### src/rtl/modular_double_iter.sv
// Sequential modular scaler: y = x * 2^k mod M, one conditional-subtract doubling per clock.
// Single operand in flight; valid/ready on both sides.
module modular_double_iter #(
  parameter int data_width  = 12,
  parameter int M           = 3329,
  parameter int shift_width = 4
) (
  input  logic                   clk,
  input  logic                   rst_n,
  input  logic                   in_valid,
  output logic                   in_ready,
  input  logic [data_width-1:0]  in_data,
  input  logic [shift_width-1:0] in_shift,
  output logic                   out_valid,
  input  logic                   out_ready,
  output logic [data_width-1:0]  out_data,
  output logic                   busy
);

  localparam logic [1:0] IDLE = 2'd0;
  localparam logic [1:0] RUN  = 2'd1;
  localparam logic [1:0] HOLD = 2'd2;

  localparam logic [data_width-1:0] M_D   = M[data_width-1:0];
  localparam logic [data_width:0]   M_EXT = M[data_width:0];

  logic [1:0]             r_state;
  logic [data_width-1:0]  r_acc;
  logic [shift_width-1:0] r_cnt;

  logic [data_width:0]    w_t;
  logic [data_width-1:0]  w_shl;
  logic [data_width-1:0]  w_dbl;
  logic [data_width-1:0]  w_red;
  logic                   w_accept;

  // Subtraction is done at data_width bits: when t >= M the true
  // difference is < M, so the dropped carry bit is always zero.
  assign w_t   = {r_acc, 1'b0};
  assign w_shl = {r_acc[data_width-2:0], 1'b0};
  assign w_dbl = (w_t >= M_EXT) ? (w_shl - M_D) : w_shl;
  assign w_red = (in_data >= M_D) ? (in_data - M_D) : in_data;

  assign in_ready  = (r_state == IDLE);
  assign out_valid = (r_state == HOLD);
  assign busy      = (r_state == RUN) || (r_state == HOLD);
  assign out_data  = r_acc;
  assign w_accept  = in_valid && in_ready;

  always_ff @(posedge clk or negedge rst_n) begin
    if (!rst_n) begin
      r_state <= IDLE;
      r_acc   <= '0;
      r_cnt   <= '0;
    end else begin
      case (r_state)
        IDLE: begin
          if (w_accept) begin
            r_acc   <= w_red;
            r_cnt   <= in_shift;
            r_state <= (in_shift == '0) ? HOLD : RUN;
          end
        end
        RUN: begin
          r_acc <= w_dbl;
          r_cnt <= r_cnt - shift_width'(1);
          if (r_cnt == shift_width'(1)) r_state <= HOLD;
        end
        HOLD: begin
          if (out_ready) r_state <= IDLE;
        end
        default: r_state <= IDLE;
      endcase
    end
  end

endmodule

### config.mk
export PLATFORM = sky130hd
export DESIGN_NAME = modular_double_iter
export DESIGN_NICKNAME = d
export VERILOG_FILES = /design/src/rtl/modular_double_iter.sv
export SDC_FILE = /design/constraint.sdc
export NUM_CORES = 1
export LEC_CHECK = 0
export CELL_PAD_IN_SITES_DETAIL_PLACEMENT = 0
export CELL_PAD_IN_SITES_GLOBAL_PLACEMENT = 1
export CORE_ASPECT_RATIO = 0.6
export CORE_MARGIN = 2
export CORE_UTILIZATION = 38
export CTS_CLUSTER_DIAMETER = 200
export DETAILED_ROUTE_END_ITERATION = 16
export PLACE_DENSITY_LB_ADDON = 0.05
export SYNTH_ARGS = -nofsm -noshare
export SYNTH_HDL_FRONTEND = slang
export SYNTH_SLANG_ARGS = --single-unit
### constraint.sdc
create_clock -name clk -period 4.3 [get_ports clk]
set_clock_uncertainty 0.05 [all_clocks]
set_input_delay 1.075 -clock clk [delete_from_list [all_inputs] [get_ports clk]]
set_output_delay 1.075 -clock clk [all_outputs]
set_load 0.01 [all_outputs]
==> results.toml <==
[synth]
ys_ff_latch = 18
mappedNetlistNets = 215
ys.flop_type = "dfrtp_1"
synth.cell_area_sq_um = 1500
syn_inst = 187
synth-seq-area-share = 0.301
synth.top_cell.area_share = 0.301
yosysTopAreaCell = "dfrtp_1"
synth-edff-count = 0
yosysWarnings = 0
ys_async_sr_fraction = 1.00
synth.avg_cell_area_sq_um = 8.00
synth.area.top_cells = "dfrtp_1, ha_1, o21ai_0, a21oi_1, nor2_1"
ys_types = 42

[detailed_routing]
vias = 1579
drtIter0Drc = 128
vias_per_cell = 5.85
drt_wl_total_um = 4580
drc = 0
ant_nets = 0
firstDrtPassIters = 5
post_drt_wl_per_cell_um = 16.9

[final_layout]
syn_to_final_growth_pct = 29.6
final_area_sq_um = 1940
layout_common_cells = "clkdlybuf4s50_1, nor2_1, o21ai_0"
final_common_cell = "clkdlybuf4s50_1"
drive_gt1_frac = 0.0628
multiInputGateArea_sq_um = 976
final.fill_count = 352
diodes = 0
stdcell_count = 270
area.sequential_sq_um = 450
final_util = 0.521
nNetsFinal = 253

[placed_design]
gp_congestion = 0.939
portBuffers = 34
dpl.hpwl_um = 3480
place_inst = 267
placed_area_sq_um = 1900

[power_and_ir_drop]
irDropWorstVdd_v = 0.000354
leakagePower_nw = 0.769
powerDensity_nw_per_um2 = 705

[die]
io_pins = 35
dieArea_sq_um = 4470
rows = 17
core_sq_um = 3720
die_h_um = 52.6
start_util = 0.402
die_x_um = 85.0

[global_route]
grt_pass1_vias = 1419
grtUsageTotal = 0.213
grt_max_degree = 19
grt_pass1_wl_um = 7330
grt_overflow = 0
antenna_found_initial = 0

[worst_setup_path]
critPathArrivalTime_ns = 3.06
critPathKind = "primary input to flip-flop"
cp_max_fo = 5
timing.rr.end = "out_data[2]"
start_kind = "primary input"
worst_ep_required_time_ns = 4.37
reg2regPathDepth = 8
r2r_start = "r_state[1]"
worstSetupEndpointType = "flip-flop"
r2r_setup_slack_ns = 2.10

[run]
maxCapViolCount = 0

[timing]
hold_slack_ns = 0.494
timing.setup.tns_ns = 0
rsz0062_at_grt = "false"
timing.final.crit_share = 0.695
hold_violations = 0
finalSetupViolCount = 0
drv_slew = 0
clock.fmax_mhz = 335
period_needed_ns = 2.99
tightestPinTransition_ns = 0.926
slew-limit-headroom = 0.381

[clocking]
cts_setup_buffers = 0
hold_buffers = 0
path_clk_slew_ns = 0.08
cts_resized = 0
cts_buffers = 3
tritoncts = "built"
cts.sinks = 18
clk_path_buf_depth = 2
cts_max_level = 1
ctsRootBufferMaster = "clkbuf_8"
clkLatencyLatePin_ns = 0.26

[min_path]
hold_path_class = "flip-flop to flip-flop"
min_path_cells = 2
whs_endpoint = "r_cnt[1]"
hp-start = "r_cnt[1]"

[run_status]
outcome = "completed"
-- registers in the layout, summed over array words and instances, names as in the netlist --
name,count
r_state,2
r_cnt,4
out_data,12
-- cell families (layout without fill, tap and decap cells) --
logic type,count (synthesis),in the layout,synth area share
adders and majority gates,8,8,0.0669
buffers and inverters,17,53,0.0460
xor gates and xnor gates,14,14,0.0820
muxes,3,3,0.0201
and+or+nand+nor,62,62,0.213
DFF,18,18,0.301
AOI/OAI and AO/OA,65,65,0.271
-- metrics by stage --
stage	worst slack, ns	total power, mW
3_3_place_gp	1.15	1.21
6_report	1.31	1.37
5_1_grt	1.09	1.47
3_5_place_dp	1.07	1.23
4_1_cts	1.35	1.36
2_1_floorplan	1.82	0.890
-- how the worst max path moves through the flow --
stage / startpoint / end / slack (ns)
after floorplan: in_data[1] / out_data[6] / 1.82
after CTS: in_data[0] / out_data[6] / 1.35
after global routing: in_data[0] / out_data[0] / 1.09
final: in_data[0] / out_data[0] / 1.31
after global placement: in_data[0] / out_data[3] / 1.15
after detailed placement: in_data[0] / out_data[6] / 1.07
-- where the power goes --
part	switching (mW)	internal, mW	total (mW)
logic	0.462	0.398	0.860
registers	0.125	0.257	0.382
clock network	0.0617	0.0625	0.124
total	0.649	0.717	1.37
-- routing by layer --
metal / routed length [um] / GRT usage / vias up / part of all wire
li1: - / - / 754 / -
met1: 2380 / 0.327 / 757 / 0.52
met2: 1900 / 0.316 / 68 / 0.42
met3: 295 / 0.0457 / 0 / 0.064
met4: 0 / 0.0159 / 0 / 0
met5: 0 / 0 / - / 0
-- critical path, cell delays in order --
cell             delay (ns)
clkdlybuf4s50_1        0.50
inv_1                  0.10
ha_1                   0.22
nor4b_4                0.29
a31oi_2                0.20
nor2_1                 0.29
xnor2_1                0.13
o21ai_0                0.14
o21ai_0                0.11
-- cells in the mapped netlist, drive strengths merged (3+ instances only) --
cell	n
nand2	13
ha	8
xnor2	9
nor2	21
o22ai	4
inv	12
o211ai	5
mux2i	3
o21ai	24
and3	3
xor2	5
a21oi	17
dfrtp	18
a31oi	4
nor3	9
nand3	7
-- final cells by class --
class	instances	share of cell area
Inverter	13	0.0252
Timing Repair Buffer	37	0.187
Sequential cell	18	0.232
Multi-Input combinational cell	152	0.504
Clock buffer	3	0.0213
Tap cell	47	0.0303
No activity file was read; power rests on OpenSTA's default activity.
